<file path="src/rtl/riscv_pipe_pkg.sv">
// rtl/riscv_pipe_pkg.sv - shared constants and entry type for the execute pipe
// Contents: XLEN, REG_AW, TAG_W widths and ex_entry_t (result, rd, wen, tag).
package riscv_pipe_pkg;

  localparam int XLEN   = 32;
  localparam int REG_AW = 5;
  localparam int TAG_W  = 4;

  typedef struct packed {
    logic [XLEN-1:0]   result;
    logic [REG_AW-1:0] rd;
    logic              wen;
    logic [TAG_W-1:0]  tag;
  } ex_entry_t;

endpackage

</file>
<file path="src/rtl/riscv_ex_pipe_slot.sv">
// rtl/riscv_ex_pipe_slot.sv - one execute-pipe stage register
// Ports: clk, rst (sync, active-high), flush, load (stage may advance),
//        up_valid/up_entry (upstream stage or pipe input), valid/entry (stage contents).
module riscv_ex_pipe_slot
  import riscv_pipe_pkg::*;
#(
  parameter type entry_t = ex_entry_t
) (
  input  logic   clk,
  input  logic   rst,
  input  logic   flush,
  input  logic   load,
  input  logic   up_valid,
  input  entry_t up_entry,
  output logic   valid,
  output entry_t entry
);

  always_ff @(posedge clk) begin
    if (rst || flush) begin
      valid <= 1'b0;
    end else if (load) begin
      valid <= up_valid;
    end
  end

  // Payload is only meaningful while valid is set, so it carries no reset.
  always_ff @(posedge clk) begin
    if (load) begin
      entry <= up_entry;
    end
  end

endmodule

</file>
<file path="src/rtl/riscv_ex_pipe.sv">
// rtl/riscv_ex_pipe.sv - elastic execute-stage pipeline with flush, occupancy and forwarding
// Ports: clk, rst (sync, active-high); in_valid/in_ready + in_result/in_rd/in_wen/in_tag;
//        out_valid/out_ready + out_result/out_rd/out_wen/out_tag; flush;
//        fwd_rs -> fwd_hit/fwd_data (youngest matching producer); occ (valid stage count).
module riscv_ex_pipe #(
  parameter int DATA_W = 32,
  parameter int RD_W   = 5,
  parameter int TAG_W  = 4,
  parameter int DEPTH  = 3
) (
  input  logic                       clk,
  input  logic                       rst,
  input  logic                       in_valid,
  output logic                       in_ready,
  input  logic [DATA_W-1:0]          in_result,
  input  logic [RD_W-1:0]            in_rd,
  input  logic                       in_wen,
  input  logic [TAG_W-1:0]           in_tag,
  output logic                       out_valid,
  input  logic                       out_ready,
  output logic [DATA_W-1:0]          out_result,
  output logic [RD_W-1:0]            out_rd,
  output logic                       out_wen,
  output logic [TAG_W-1:0]           out_tag,
  input  logic                       flush,
  input  logic [RD_W-1:0]            fwd_rs,
  output logic                       fwd_hit,
  output logic [DATA_W-1:0]          fwd_data,
  output logic [$clog2(DEPTH+1)-1:0] occ
);

  import riscv_pipe_pkg::*;

  localparam int OCC_W = $clog2(DEPTH+1);

  typedef struct packed {
    logic [DATA_W-1:0] result;
    logic [RD_W-1:0]   rd;
    logic              wen;
    logic [TAG_W-1:0]  tag;
  } entry_t;

  logic [DEPTH-1:0] valid;
  logic [DEPTH-1:0] adv;
  entry_t           stage [DEPTH];

  for (genvar i = 0; i < DEPTH; i++) begin : g_stage
    logic   up_valid;
    entry_t up_entry;

    // A stage may advance if any stage from here to the output is empty or
    // the output is being taken; the flat AND avoids a ripple chain on adv.
    assign adv[i] = out_ready | ~(&valid[DEPTH-1:i]);

    if (i == 0) begin : g_head
      assign up_valid = in_valid;
      assign up_entry = '{result: in_result, rd: in_rd, wen: in_wen, tag: in_tag};
    end else begin : g_body
      assign up_valid = valid[i-1];
      assign up_entry = stage[i-1];
    end

    riscv_ex_pipe_slot #(
      .entry_t (entry_t)
    ) u_slot (
      .clk      (clk),
      .rst      (rst),
      .flush    (flush),
      .load     (adv[i]),
      .up_valid (up_valid),
      .up_entry (up_entry),
      .valid    (valid[i]),
      .entry    (stage[i])
    );
  end

  assign in_ready   = adv[0];
  assign out_valid  = valid[DEPTH-1];
  assign out_result = stage[DEPTH-1].result;
  assign out_rd     = stage[DEPTH-1].rd;
  assign out_wen    = stage[DEPTH-1].wen;
  assign out_tag    = stage[DEPTH-1].tag;

  logic accept;
  logic deliver;

  assign accept  = in_valid & in_ready;
  assign deliver = out_valid & out_ready;

  always_ff @(posedge clk) begin
    if (rst || flush) begin
      occ <= '0;
    end else if (accept && !deliver) begin
      occ <= occ + OCC_W'(1);
    end else if (!accept && deliver) begin
      occ <= occ - OCC_W'(1);
    end
  end

  // Scan oldest to youngest so the youngest match is the one left standing.
  always_comb begin
    fwd_hit  = 1'b0;
    fwd_data = '0;
    for (int i = DEPTH-1; i >= 0; i--) begin
      if (valid[i] && stage[i].wen && (stage[i].rd == fwd_rs) && (fwd_rs != '0)) begin
        fwd_hit  = 1'b1;
        fwd_data = stage[i].result;
      end
    end
  end

endmodule

</file>
<file path="config.mk">
export PLATFORM = sky130hd
export DESIGN_NAME = riscv_ex_pipe
export DESIGN_NICKNAME = d
export VERILOG_FILES = /design/src/rtl/riscv_pipe_pkg.sv /design/src/rtl/riscv_ex_pipe_slot.sv /design/src/rtl/riscv_ex_pipe.sv
export SDC_FILE = /design/constraint.sdc
export NUM_CORES = 1
export LEC_CHECK = 0
export CORE_ASPECT_RATIO = 0.5
export CORE_MARGIN = 2
export CORE_UTILIZATION = 49
export DETAILED_ROUTE_END_ITERATION = 10
export HOLD_SLACK_MARGIN = 0.12
export PLACE_DENSITY = 0.79
export SYNTH_ARGS = -nofsm -noshare
export SYNTH_HDL_FRONTEND = slang
export SYNTH_SLANG_ARGS = --single-unit
</file>
<file path="constraint.sdc">
create_clock -name clk -period 4.2 [get_ports clk]
set_clock_uncertainty 0.15 [all_clocks]
set_input_delay 1.05 -clock clk [delete_from_list [all_inputs] [get_ports clk]]
set_output_delay 1.05 -clock clk [all_outputs]
set_load 0.1 [all_outputs]
</file>
==> metrics.yaml <==
num_vias: 4154
hpwl_um: 8630
clock_latency_ns: 0.42
die_area_sq_mm: 0.0119
drive_gt1_share_pct: 31.1
path_cells: "buf_2 > xor2_2 > or4_4 > or3_4 > buf_12 > buf_12 > a31oi_2 > buf_12"
gp_congestion: 0.778
critical_path_class: "in2out"
grt_pass1_vias: 4174
drv_slew: 0
path_common_cell: "buf_12"
synth_area_leaders: "edfxtp_1 (70%), a31oi_2 (6.7%), o2111ai_1 (5.2%)"
fp.dieW_um: 152
syn_to_final_growth_pct: 58.2
synth-edff-count: 126
end_kind: "output port"
postSynthAreaPerCell_sq_um: 15.7
p_leak_nw: 2.86
ctsLongestPathBuffers: 2
min_path_cells: 0
core_region_area_sq_mm: 0.0109
drc_errors: 0
cts_buffers: 17
final_antenna_net_count: 0
rows: 27
yosysWarnings: 0
n_antenna_cell: 0
holdBufCountCts: 0
portBuffers: 130
drt_pass1_iterations: 5
htree_levels: 4
powerDensity_mw_per_mm2: 383
syn_inst: 344
clk_pin_slew_ns: 0.05
rr_worst_depth: 8
clock-sinks: 131
synth_top_area_share_pct: 70.0
final_util_pct: 78.5
grtUsageTotal_pct: 28.1
ys_top_cells_by_count: "edfxtp_1 (126), nor4_1 (34), nand3_1 (33)"
vias_per_cell: 6.30
ios: 131
cp-start-kind: "input port"
worst_slew_pin_slew_ns: 1.07
seqCellArea_sq_mm: 0.00388
critPathMaxStageDelay_ns: 0.49
synth-seq-cells: 131
grt_pass1_wl_um: 25000
layout.nets: 554
holdWs_ns: 0.269
yosys.cell_types.count: 28
ir_drop_mv: 0.318
fmax_mhz: 239
drtIter0Drc: 384
wl_per_cell_um: 25.0
routed_wirelength_um: 16500
fillers: 574
slew_headroom_pct: 28.9
grt_start_max_net_pins: 43
period_share_pct: 99.6
cap_violations: 0
period_minus_slack_ns: 4.18
worst_path_max_delay_cell: "or4_4"
rsz0062_at_grt: "false"
finalHoldViolations: 0
cts-root-buf: "clkbuf_16"
cp.arrival_ns: 2.98
synth_top_area_cell: "edfxtp_1"
finalSetupViolCount: 0
multi_input_area_sq_mm: 0.00176
ys_async_sr_fraction_pct: 0
synth_most_common_cell: "edfxtp_1"
worstPathRequired_ns: 3.00
cp_max_fo: 11
antenna_found_initial: 0
grt-ovfl-total: 0
hold_class: "reg2reg"
status: "finished clean"
seq_area_frac_synth_pct: 71.9
syn_area_sq_mm: 0.00540
cts_tree: "done"
synth_nets: 397
die_h_um: 78.2
initial_core_util_pct: 49.7
ys.flop_type: "edfxtp_1"
## timing repair
action | 4_1_cts | 5_1_grt
pin swaps | 23 | 1
setup endpoints to repair | 33 | 4
gates resized for setup | 67 | 3
setup buffers | 4 | 0
gates cloned | 4 | 0
## state kept, by name (all words and copies together) (netlist names)
register              count
occ                       2
g_stage.u_slot.entry    126
g_stage.u_slot.valid      3
## critical path, delay by kind of cell
family                 cells  cell delay [ns]
buffers and inverters      4             0.66
XOR/XNOR                   1             0.14
AO/OA/AOI/OAI              1             0.20
AND/OR/NAND/NOR            2             0.91
## final cells by class
type                            instances  area share, %
Sequential cell                       131           45.5
Multi-Input combinational cell        177           20.7
Timing Repair Buffer                  172           25.5
Clock buffer                           20           5.11
Inverter                                2         0.0879
Tap cell                              145           2.12
Clock inverter                         12           1.07
## layout by cell type, fill, tap and decap left out, types with 3 or more instances in the layout
cell type and count:
edfxtp_1 126, clkbuf_16 17, nor4_1 32, clkinv_2 3, xor2_1 10, buf_16 5
a31oi_4 27, o2111ai_2 12, buf_6 3, o2111ai_1 20, nor3_1 5, buf_12 44
clkinv_1 4, nand3_1 32, clkinvlp_4 3, dfxtp_1 5, clkbuf_1 3, clkdlybuf4s50_1 91
buf_4 25, xnor2_1 7, nand2_1 5, a31oi_2 5
## cell families after synthesis
kind of cell | after synthesis | synth area share (%)
and+or+nand+nor | 88 | 8.96
AOI/OAI and AO/OA | 70 | 13.0
buffers and inverters | 36 | 2.94
DFF | 131 | 71.9
xor gates and xnor gates | 18 | 2.92
adders and majority gates | 1 | 0.232
## final timing paths
path                                              from                              endpoint  slack (ns)
hold reg to reg   g_stage[1].u_slot.entry[3]$_DFFE_PP_  g_stage[2].u_slot.entry[3]$_DFFE_PP_        0.27
setup / recovery                             fwd_rs[4]                          fwd_data[17]        0.02
hold / removal    g_stage[1].u_slot.entry[3]$_DFFE_PP_  g_stage[2].u_slot.entry[3]$_DFFE_PP_        0.27
setup reg to reg  g_stage[2].u_slot.valid$_SDFFE_PP0P_                   occ[1]$_SDFFE_PP0P_        2.05
## per-layer routing
metal / vias up / share of wire [%] / global-route usage (%)
met5: - / 0 / 0
met4: 0 / 2.6 / 11.2
met3: 49 / 8.5 / 6.24
met2: 274 / 51 / 48.2
met1: 2078 / 38 / 35.5
li1: 1753 / - / -
## where the power goes
part	switching, mW	internal [mW]
clock	0.556	0.801
combinational	0.260	0.110
sequential	0.0409	1.50
## through the flow
step / power [mW] / setup WS (ns) / cells / area [sq um] / TNS (ns)
after floorplan: 1.78 / -0.310 / 344 / 5460 / -9.19
after global placement: 1.91 / -0.331 / 619 / 7500 / -9.63
after detailed placement: 1.92 / -0.343 / 619 / 7500 / -9.92
after CTS: 3.26 / 0.0137 / 659 / 8520 / 0
after global routing: 3.35 / 0.00104 / 659 / 8540 / 0
final: 3.27 / 0.0172 / 659 / 8540 / 0
Power figures use the tool's default switching activity.
==> edit, RTL diff (same flow settings) <==
Change the parameter `DEPTH` from 3 to 6.
--- a/src/rtl/riscv_ex_pipe.sv
+++ b/src/rtl/riscv_ex_pipe.sv
@@ -6,7 +6,7 @@
   parameter int DATA_W = 32,
   parameter int RD_W   = 5,
   parameter int TAG_W  = 4,
-  parameter int DEPTH  = 3
+  parameter int DEPTH  = 6
 ) (
   input  logic                       clk,
   input  logic                       rst,
Interface: changed (resized occ); port bits go from 131 to 132. The function was not compared with the original's and may differ.
==> edit against the original RTL <==
- the flow now finishes with violations (setup timing)
- synthesized area increased by 78%
- core utilization down 4.7 points
- combinational power decreased by 5.7%
- via count increased by 48%
- cell area grew 67%
- sequential cell count increased by 130
- routed wire length up 67%
- total power increased by 64%
- maximum frequency shrank 5.2%
- setup slack lost 0.23 ns
==> edit: results (changes against the original RTL) <==
synth.avg_cell_area_sq_um: 17.9  # was 15.7 sq um
clk_share: 0.0461  # was 0.0618
wire_per_inst_um: 26.7  # was 25.0 um
route.met2.wl_um: 14100  # was 8410 um
grt_pass1_wl_um: 37700  # was 25000 um
worst_slack_ns: -0.211  # was 0.0172 ns
crit_end: "fwd_data[4]"  # was fwd_data[17]
post-place-ws_ns: -0.542  # was -0.343 ns
hold_ws_ns: 0.267  # was 0.269 ns
reg2regPathDepth: 10  # was 8
grt_max_degree: 44  # was 43
clk_latency_ns: 0.52  # was 0.42 ns
grt_pass1_vias: 6330  # was 4174
dpl_cell_area_sq_mm: 0.0126  # was 0.00750 sq mm
ys_types: 42  # was 28
drive_gt1_frac: 0.361  # was 0.311
outcome: "finished with violations"  # was finished clean
internal-power_uw: 4100  # was 2410 uW
final-setup-viol-count: 33  # was 0
drtIter0Drc: 549  # was 384
failed_checks: "setup timing"
htree_levels: 1  # was 4
clk-power_uw: 1920  # was 1360 uW
inverters: 15  # was 2
portBuffers: 131  # was 130
leakage_uw: 0.00504  # was 0.00286 uW
synth_edf_count: 252  # was 126
edit: changes by cell type in the layout (fill, tap and decap cells not counted), moves of 15 or more:
cell,change
a22oi_1,+25
a31oi_4,-27
buf_4,+35
edfxtp_1,+126
nand3_1,-30
nor2_1,+15
nor4_1,-32
o2111ai_1,-20
o21ai_4,+30
o221ai_4,+20
edit: cells by family (layout without fill, tap and decap cells):
logic type,after synthesis,count (layout),share of synthesized area
compound gates,138,138,0.107
buf+inv,46,272,0.0236
xor+xnor,26,26,0.0237
fa+ha+maj,2,2,0.00339
flops,261,261,0.807
simple gates,62,62,0.0338
mux,1,1,0.00104
edit: worst max-delay path, cell delays in order:
cell and delay, ns:
buf_6 0.09, or4_4 0.54, nor2_2 0.20, buf_4 0.17
nor3_4 0.05, buf_4 0.16, buf_12 0.16, a221oi_2 0.35
buf_4 0.19, o21ai_4 0.06, buf_12 0.18
